## src/rtl/cdb_arbiter_if.sv

```systemverilog
// Bundle between the functional units and the CDB arbiter: per-unit result
// strobes in, occupancy hints and the registered broadcast out.
interface cdb_arbiter_if #(
  parameter int NUM_FU = 8,
  parameter int TAG_W  = 3,
  parameter int DATA_W = 32
);
  localparam int CNT_W = $clog2(NUM_FU + 1);

  logic [NUM_FU-1:0]             fu_valid;
  logic [NUM_FU-1:0][DATA_W-1:0] fu_data;
  logic [NUM_FU-1:0]             fu_hold;
  logic                          cdb_valid;
  logic [TAG_W-1:0]              cdb_tag;
  logic [DATA_W-1:0]             cdb_data;
  logic [CNT_W-1:0]              pending_count;
  logic                          overflow;

  modport master (
    output fu_valid, fu_data,
    input  fu_hold, cdb_valid, cdb_tag, cdb_data, pending_count, overflow
  );

  modport slave (
    input  fu_valid, fu_data,
    output fu_hold, cdb_valid, cdb_tag, cdb_data, pending_count, overflow
  );
endinterface

```

## src/rtl/cdb_arbiter.sv

```systemverilog
// Common-data-bus arbiter: per-unit holding slots granted round-robin onto a
// registered (tag, value) broadcast; tag 0 is reserved and never broadcast.
module cdb_arbiter #(
  parameter int NUM_FU = 8,
  parameter int TAG_W  = 3,
  parameter int DATA_W = 32
) (
  input logic          CLOCK_50,
  input logic          RSTN_N,
  cdb_arbiter_if.slave bus
);
  localparam int CNT_W = $clog2(NUM_FU + 1);

  logic [NUM_FU-1:1]             occ, occ_next;
  logic [NUM_FU-1:1][DATA_W-1:0] slot, slot_next;
  logic [NUM_FU-1:1]             cand, grant_oh;
  logic [TAG_W-1:0]              rr_ptr, grant_idx, hi_idx, lo_idx;
  logic                          hi_hit, lo_hit, found, drop;
  logic [DATA_W-1:0]             grant_data;
  logic [CNT_W-1:0]              count_next;
  logic                          cdb_valid_q;
  logic [TAG_W-1:0]              cdb_tag_q;
  logic [DATA_W-1:0]             cdb_data_q;
  logic [CNT_W-1:0]              pending_q;
  logic                          overflow_q;
  logic                          unused_bits;

  assign unused_bits = ^{bus.fu_valid[0], bus.fu_data[0]};
  assign cand        = occ | bus.fu_valid[NUM_FU-1:1];

  // Descending scans leave the lowest candidate at or above rr_ptr (hi) and
  // the lowest one below it (lo); hi wins, giving the ring order.
  always_comb begin
    hi_hit = 1'b0;
    lo_hit = 1'b0;
    hi_idx = '0;
    lo_idx = '0;
    for (int i = NUM_FU - 1; i >= 1; i--) begin
      if (cand[i] && (i >= int'(rr_ptr))) begin
        hi_hit = 1'b1;
        hi_idx = TAG_W'(i);
      end
      if (cand[i] && (i < int'(rr_ptr))) begin
        lo_hit = 1'b1;
        lo_idx = TAG_W'(i);
      end
    end
    found     = hi_hit | lo_hit;
    grant_idx = hi_hit ? hi_idx : lo_idx;
  end

  always_comb begin
    grant_oh   = '0;
    grant_data = '0;
    occ_next   = occ;
    slot_next  = slot;
    drop       = 1'b0;
    count_next = '0;
    for (int i = 1; i < NUM_FU; i++) begin
      grant_oh[i] = found && (grant_idx == TAG_W'(i));
      if (grant_oh[i]) begin
        grant_data = occ[i] ? slot[i] : bus.fu_data[i];
      end
      // A granted occupied slot refills from a same-cycle strobe; an
      // ungranted occupied slot keeps its older value and the new one is lost.
      if (bus.fu_valid[i]) begin
        if (grant_oh[i]) begin
          if (occ[i]) begin
            slot_next[i] = bus.fu_data[i];
          end
        end else if (occ[i]) begin
          drop = 1'b1;
        end else begin
          occ_next[i]  = 1'b1;
          slot_next[i] = bus.fu_data[i];
        end
      end else if (grant_oh[i]) begin
        occ_next[i] = 1'b0;
      end
      count_next = count_next + CNT_W'(occ_next[i]);
    end
  end

  always_ff @(posedge CLOCK_50 or negedge RSTN_N) begin
    if (!RSTN_N) begin
      occ         <= '0;
      slot        <= '0;
      rr_ptr      <= TAG_W'(1);
      cdb_valid_q <= 1'b0;
      cdb_tag_q   <= '0;
      cdb_data_q  <= '0;
      pending_q   <= '0;
      overflow_q  <= 1'b0;
    end else begin
      occ         <= occ_next;
      slot        <= slot_next;
      pending_q   <= count_next;
      cdb_valid_q <= found;
      cdb_tag_q   <= grant_idx;
      cdb_data_q  <= grant_data;
      if (drop) begin
        overflow_q <= 1'b1;
      end
      if (found) begin
        rr_ptr <= (grant_idx == TAG_W'(NUM_FU - 1)) ? TAG_W'(1) : grant_idx + TAG_W'(1);
      end
    end
  end

  assign bus.fu_hold       = {occ, 1'b0};
  assign bus.cdb_valid     = cdb_valid_q;
  assign bus.cdb_tag       = cdb_tag_q;
  assign bus.cdb_data      = cdb_data_q;
  assign bus.pending_count = pending_q;
  assign bus.overflow      = overflow_q;
endmodule

```

## src/flat_wrapper.sv

```systemverilog
// flat-port wrapper written by rule: the top's interface ports become plain ports
module cdb_arbiter_flat 
#(
  parameter int NUM_FU = 8,
  parameter int TAG_W  = 3,
  parameter int DATA_W = 32
)
  (CLOCK_50, RSTN_N, bus_fu_valid, bus_fu_data, bus_fu_hold, bus_cdb_valid, bus_cdb_tag, bus_cdb_data, bus_pending_count, bus_overflow);
  cdb_arbiter_if #(.NUM_FU(NUM_FU), .TAG_W(TAG_W), .DATA_W(DATA_W)) bus_i ();
  input logic CLOCK_50;
  input logic RSTN_N;
  input wire logic [$bits(bus_i.fu_valid)-1:0] bus_fu_valid;
  input wire logic [$bits(bus_i.fu_data)-1:0] bus_fu_data;
  output wire logic [$bits(bus_i.fu_hold)-1:0] bus_fu_hold;
  output wire logic [$bits(bus_i.cdb_valid)-1:0] bus_cdb_valid;
  output wire logic [$bits(bus_i.cdb_tag)-1:0] bus_cdb_tag;
  output wire logic [$bits(bus_i.cdb_data)-1:0] bus_cdb_data;
  output wire logic [$bits(bus_i.pending_count)-1:0] bus_pending_count;
  output wire logic [$bits(bus_i.overflow)-1:0] bus_overflow;
  assign bus_i.fu_valid = bus_fu_valid;
  assign bus_i.fu_data = bus_fu_data;
  assign bus_fu_hold = bus_i.fu_hold;
  assign bus_cdb_valid = bus_i.cdb_valid;
  assign bus_cdb_tag = bus_i.cdb_tag;
  assign bus_cdb_data = bus_i.cdb_data;
  assign bus_pending_count = bus_i.pending_count;
  assign bus_overflow = bus_i.overflow;
  cdb_arbiter #(.NUM_FU(NUM_FU), .TAG_W(TAG_W), .DATA_W(DATA_W)) u_core (.CLOCK_50(CLOCK_50), .RSTN_N(RSTN_N), .bus(bus_i));
endmodule
```

## config.mk

```make
export PLATFORM = sky130hd
export DESIGN_NAME = cdb_arbiter_flat
export DESIGN_NICKNAME = d
export VERILOG_FILES = /design/src/rtl/cdb_arbiter_if.sv /design/src/rtl/cdb_arbiter.sv /design/src/flat_wrapper.sv
export SDC_FILE = /design/constraint.sdc
export NUM_CORES = 1
export LEC_CHECK = 0
export BUFFER_PORTS_ARGS = -buffer_cell sky130_fd_sc_hd__buf_4
export CELL_PAD_IN_SITES_DETAIL_PLACEMENT = 0
export CELL_PAD_IN_SITES_GLOBAL_PLACEMENT = 1
export CORE_ASPECT_RATIO = 1.25
export CORE_UTILIZATION = 47
export DETAILED_ROUTE_END_ITERATION = 6
export GPL_TIMING_DRIVEN = 0
export PLACE_DENSITY_LB_ADDON = 0.05
export SYNTH_ARGS = -nofsm -noshare
export SYNTH_HDL_FRONTEND = slang
export SYNTH_SLANG_ARGS = --single-unit
```

## constraint.sdc

```tcl
create_clock -name CLOCK_50 -period 10.7 [get_ports CLOCK_50]
set_input_delay 2.14 -clock CLOCK_50 [delete_from_list [all_inputs] [get_ports CLOCK_50]]
set_output_delay 2.14 -clock CLOCK_50 [all_outputs]
set_load 0.02 [all_outputs]
```

-- Yosys cells after proc, flatten, opt, wreduce, memory -nomap -nowiden
Cells that the tools add are included.
W data, S select, Z words.
- $add $sub $neg: 7
- mux-type cells: 98
- eq/ne operators: 14
- $lt $le $gt $ge: 12
- bitwise gates (word level): 2
- reductions and logical operators: 26
- operators by type and width (cell ; count):
    $mux W32 ; 28
    $mux W1 ; 55
    $mux W3 ; 15
    $add A4 B1 Y4 ; 5
    $logic_and A1 B1 Y1 ; 19
    $ne A2 B1 Y1 const B ; 7
    $reduce_and A2 Y1 ; 7
    $eq A3 B3 Y1 const B ; 4
    $ge A3 B3 Y1 const A ; 3
    $lt A3 B3 Y1 const A ; 3
    $or A7 B7 Y7 ; 1
    $eq A3 B2 Y1 const B ; 2
    $ge A2 B3 Y1 const A ; 2
    $lt A2 B3 Y1 const A ; 2
    $add A3 B1 Y3 const B ; 1
    $eq A3 B1 Y1 const B ; 1
    $ge A1 B3 Y1 const A ; 1
    $lt A1 B3 Y1 const A ; 1
    $add A1 B1 Y2 ; 1
    $or A1 B1 Y1 ; 1
- input port bits: 266
- flip-flop bits (word level): 275
- output and inout bits: 49
- word-level logic and storage cells: 173

-- Longest topological paths before layout
- word-level depth: 31
- gate-level depth with buffers: 21
- gate-level depth less buffers: 19

-- Worst setup path after synthesis
Ideal clock, no wire load.
- path type: in2reg
- start: input port bus_fu_valid[4]
- end: register u_core.pending_q[2] (netlist: u_core.bus.pending_count[2])
- library setup time: 0.122 ns
- path slack: 4.125 ns
- path buffers: 2
- data required time: 10.578 ns
- stages on the path: 20
- arrival: 6.453 ns
- cells stage by stage: or2_2 o41ai_1 a22o_1 nand2_1 a211o_1 a31oi_1 ha_1 ha_1 inv_1 a21oi_2 buf_2 buf_2 nand2_1 nand2_1 fa_1 fa_1 inv_1 ha_1 fa_1 xor2_1
- word-level cells in the longest chain between the ends: 17
- elaborated cells on any way between the ends: 62
- ends and longest elaborated chain (element ; line ; text):
    start, declared ; flat_wrapper.sv:12 ; input wire logic [$bits(bus_i.fu_valid)-1:0] bus_fu_valid;
    $or A7 B7 Y7 * ; cdb_arbiter.sv:29 ; assign cand = occ | bus.fu_valid[NUM_FU-1:1];
    $logic_and A1 B1 Y1 (on tied branches) ; cdb_arbiter.sv:43, cdb_arbiter.sv:39 ;
    $mux W3 (tied with other cells) (4 in a row) ; cdb_arbiter.sv:43 ; if (cand[i] && (i < int'(rr_ptr))) begin
    $mux W3 * ; cdb_arbiter.sv:49 ; grant_idx = hi_hit ? hi_idx : lo_idx;
    via u_core.grant_idx[1] ; cdb_arbiter.sv:17 ; logic [TAG_W-1:0] rr_ptr, grant_idx, hi_idx, lo_idx;
    $eq A3 B1 Y1 / $eq A3 B2 Y1 (equally long branches) ; cdb_arbiter.sv:60 ; grant_oh[i] = found && (grant_idx == TAG_W'(i));
    $logic_and A1 B1 Y1 ; cdb_arbiter.sv:60 ;
    $mux W1 (on tied branches) ; cdb_arbiter.sv:77, cdb_arbiter.sv:67 ;
    $mux W1 ; cdb_arbiter.sv:66 ; if (bus.fu_valid[i]) begin
    $add A1 B1 Y2 ; cdb_arbiter.sv:80 ; count_next = count_next + CNT_W'(occ_next[i]);
    $add A4 B1 Y4 (4 in a row) ; cdb_arbiter.sv:80 ;
    $add A4 B1 Y4 * ; cdb_arbiter.sv:80 ;
    via u_core.count_next[2] ; cdb_arbiter.sv:20 ; logic [CNT_W-1:0] count_next;
    end signal, assigned ; cdb_arbiter.sv:97 ; pending_q <= count_next;
    end, declared ; cdb_arbiter.sv:24 ; logic [CNT_W-1:0] pending_q;
The timed path passes the listed nets; every way through them passes the cells marked *.
A chain may end at the register's enable or synchronous reset.

-- Final worst setup path
Same ends and word-level chain as after synthesis.

==> flow_summary.yaml <==
status:
  status: "finished, final reports clean"
final_layout:
  area.sequential_um2: 6880
  multi_input_area_um2: 7990
  finalNetCount: 2004
  final_layout_size_suffix_gt1_share_pct: 37.2
  area_growth_pct: 23.7
  fillCellCount: 2915
cts:
  cts.sinks: 275
  cts_tree: "yes"
  path_clk_slew_ns: 0.06
  htreeDepth: 1
  cts_made_buffers: 30
  clk_path_buf_depth: 3
  cts_resized: 0
  ctsHoldBuffers: 0
  cts_setup_buffers: 0
  clkLatencyLatePin_ns: 0.58
  clockRootBuffer: "clkbuf_16"
logic_synthesis:
  ys.flop_type: "dfrtp_1"
  async_reset_ff_share_pct: 100
  seq_area_frac_synth_pct: 44.4
  ys_types: 62
  syn_nets: 1691
  synth_seq_cells: 275
  syn-cell-area_um2: 15500
  synth.avg_cell_area_um2: 11.0
  yosysWarnings: 0
  synth_edf_count: 0
  synth_cells: 1412
worst_setup_path:
  slowest_delay_ns: 0.51
  cpLargestDelayFamily: "adder cells"
  rr_startpoint: "u_core.occ[5]$_DFF_PN0_"
  cp_data_required_time_ns: 11.15
  cp_max_fo: 10
  crit_path_cell_trace: "buf_4 -> or2_2 -> o41ai_1 -> a22o_1 -> nand2_1 -> a211o_1 -> a31oi_1 -> ha_1 -> ha_1 -> inv_1 -> a21oi_2 -> buf_2 -> buf_2 -> nand2_1 -> nand2_1 -> fa_1 -> fa_1 -> inv_1 -> ha_1 -> fa_1 -> xor2_1"
  cp_slowest_cell: "fa_1"
  path_class: "input port to flip-flop"
  crit_path_start_kind: "input port"
  worst-path-buf-inv: 5
  crit_path_end_kind: "flip-flop"
  arrival_ns: 7.73
  crit_path_start: "bus_fu_valid[4]"
run:
  max_cap_violations: 0
timing:
  hold_violations: 0
  post-route-min-period_ns: 7.28
  max_slew_margin_pct: 38.2
  worst_pin_slew_ns: 0.926
  fmax_ghz: 0.137
  slew_violations: 0
  tns_ns: 0
  worst_slack_ns: 3.42
  setup_viol: 0
  period_share_pct: 68.1
  fin_worst_skew_ns: 0.0218
  rsz0062_at_grt: "false"
global_routing:
  grt-ovfl-total: 0
  antenna_found_initial: 0
  grt_pass1_vias: 12600
  grt_max_degree: 117
  grt_pass1_wl_um: 74400
  grtUsageTotal_pct: 29.6
routing:
  firstDrtPassIters: 5
  vias_per_cell: 5.86
  totalWireLength_um: 50100
  drtAntennaViolNets: 0
  wire_per_inst_um: 23.1
  drt-initial-drc-count: 797
  vias: 12700
  drcViolationCount: 0
place:
  place.gp.congestion: 0.917
  portBuffers: 279
  hpwl_um: 38200
  pre_cts_ws_ns: 2.85
die:
  die_y_um: 205
  start_util_pct: 47.6
  rows: 74
  dieArea_um2: 33700
  coreArea_um2: 32600
  die_x_um: 165
  ios: 315
power_and_ir_drop:
  vdd_drop_max_mv: 0.174
  p_leak_nw: 8.90
  powerDensity_nw_per_um2: 376
worst_hold_path:
  hp-class: "flip-flop to flip-flop"
  hp-start: "u_core.slot[100]$_DFFE_PN0P_"
-- state kept, by name (all words and copies together), names as in the netlist --
name / flops
u_core.occ: 7
u_core.bus.overflow: 1
u_core.rr_ptr: 3
u_core.bus.cdb_valid: 1
u_core.bus.cdb_data: 32
u_core.bus.cdb_tag: 3
u_core.bus.pending_count: 4
u_core.slot: 224
-- synth_stat cells (2+ instances only) --
cell / n / area share, %
buf_1: 18 / 0.44
nand3_4: 2 / 0.23
clkbuf_1: 77 / 1.9
mux2_2: 271 / 20
a21o_1: 3 / 0.15
o21ai_0: 72 / 2.3
nor2b_1: 4 / 0.16
or4_1: 2 / 0.097
a21oi_1: 103 / 3.3
a211oi_1: 3 / 0.15
a31oi_1: 3 / 0.12
nand3_1: 38 / 1.2
nand4_1: 32 / 1.3
nand2_1: 86 / 2.1
nand2b_1: 3 / 0.12
maj3_1: 2 / 0.13
nor2_1: 43 / 1.0
fa_1: 3 / 0.39
or3_2: 2 / 0.097
and2_1: 2 / 0.081
or3_1: 2 / 0.081
o211ai_1: 67 / 3.2
or2_2: 4 / 0.16
mux2_1: 17 / 1.2
o22ai_1: 33 / 1.3
ha_1: 10 / 0.81
mux2i_1: 127 / 8.2
buf_2: 10 / 0.32
o21a_1: 2 / 0.097
dfrtp_1: 274 / 44
o32ai_1: 32 / 1.8
nor3_1: 2 / 0.065
o41ai_1: 2 / 0.11
buf_6: 9 / 0.65
inv_1: 15 / 0.36
buf_4: 9 / 0.44
and3_1: 3 / 0.12
-- cells by family after synthesis --
family / after synthesis / synth area share, %
other: 1 / 0.0242
buffers and inverters: 140 / 4.13
xor gates and xnor gates: 2 / 0.113
adders and majority gates: 15 / 1.32
muxes: 416 / 29.2
DFF: 275 / 44.4
AOI/OAI and AO/OA: 336 / 13.8
and+or+nand+nor: 227 / 6.99
-- cells in the final DEF, fill, tap and decap left out, types with 33 or more instances in the layout --
master / instances
buf_4: 287
dfrtp_1: 274
mux2_2: 271
mux2i_1: 127
a21oi_1: 103
nand2_1: 86
clkbuf_1: 80
o21ai_0: 72
o211ai_1: 67
nor2_1: 43
nand3_1: 38
o22ai_1: 33
-- routing by layer --
metal	vias to the layer above	GRT usage, %	part of all wire [%]
met2	382	52.4	51
met3	80	4.70	5.6
met5	-	0	0
met4	0	10.9	3.6
li1	5886	-	-
met1	6333	35.9	40
-- power by group --
group          leakage, nW  internal, W  switching (W)
Sequential            3.31      0.00158       0.000236
Clock                0.501     0.000608       0.000440
Combinational         5.09      0.00178        0.00257
-- final cells by class --
cell class                      count  share of cell area (%)
Inverter                           16                   0.313
Clock buffer                       47                    4.97
Antenna cell                        1                  0.0130
Tap cell                          418                    2.72
Buffer                            124                    3.02
Multi-Input combinational cell    997                    41.6
Clock inverter                      6                   0.235
Timing Repair Buffer              281                    11.2
Sequential cell                   275                    35.9
-- metrics by stage --
stage               utilization [%]  hold WS, ns  total power [W]  cell area (um^2)  std cells
floorplan                         -        0.458          0.00470             15500       1412
global placement               55.6        0.466          0.00607             18100       2109
detailed placement             55.8        0.478          0.00614             18200       2111
CTS                            58.9        0.492          0.00721             19200       2164
global route                   58.9        0.498          0.00766             19200       2164
finish                         58.9        0.490          0.00721             19200       2165
-- path summary, 6_finish.rpt --
| check | slack (ns) | endpoint | cells after the start |
|---|---|---|---|
| hold / removal | 0.49 | u_core.slot[100]$_DFFE_PN0P_ | 1 |
| setup reg to reg | 4.40 | u_core.bus.pending_count[2]$_DFF_PN0_ | 20 |
| setup / recovery | 3.42 | u_core.bus.pending_count[2]$_DFF_PN0_ | 21 |
| hold reg to reg | 0.49 | u_core.slot[100]$_DFFE_PN0P_ | 1 |
| max in group asynchronous | 8.25 | u_core.slot[114]$_DFFE_PN0P_ | 2 |
| min in group asynchronous | 1.47 | u_core.slot[60]$_DFFE_PN0P_ | 1 |
-- worst register-to-register path, delay by kind of cell, from the launching register on --
family                     cells  cell delay (ns)
and+or+nand+nor                2             0.25
DFF                            1             0.41
xor gates and xnor gates       1             0.15
AOI/OAI and AO/OA              5             1.27
adders and majority gates      6             2.24
buffers and inverters          6             1.87
(Power assumes the default switching activity.)
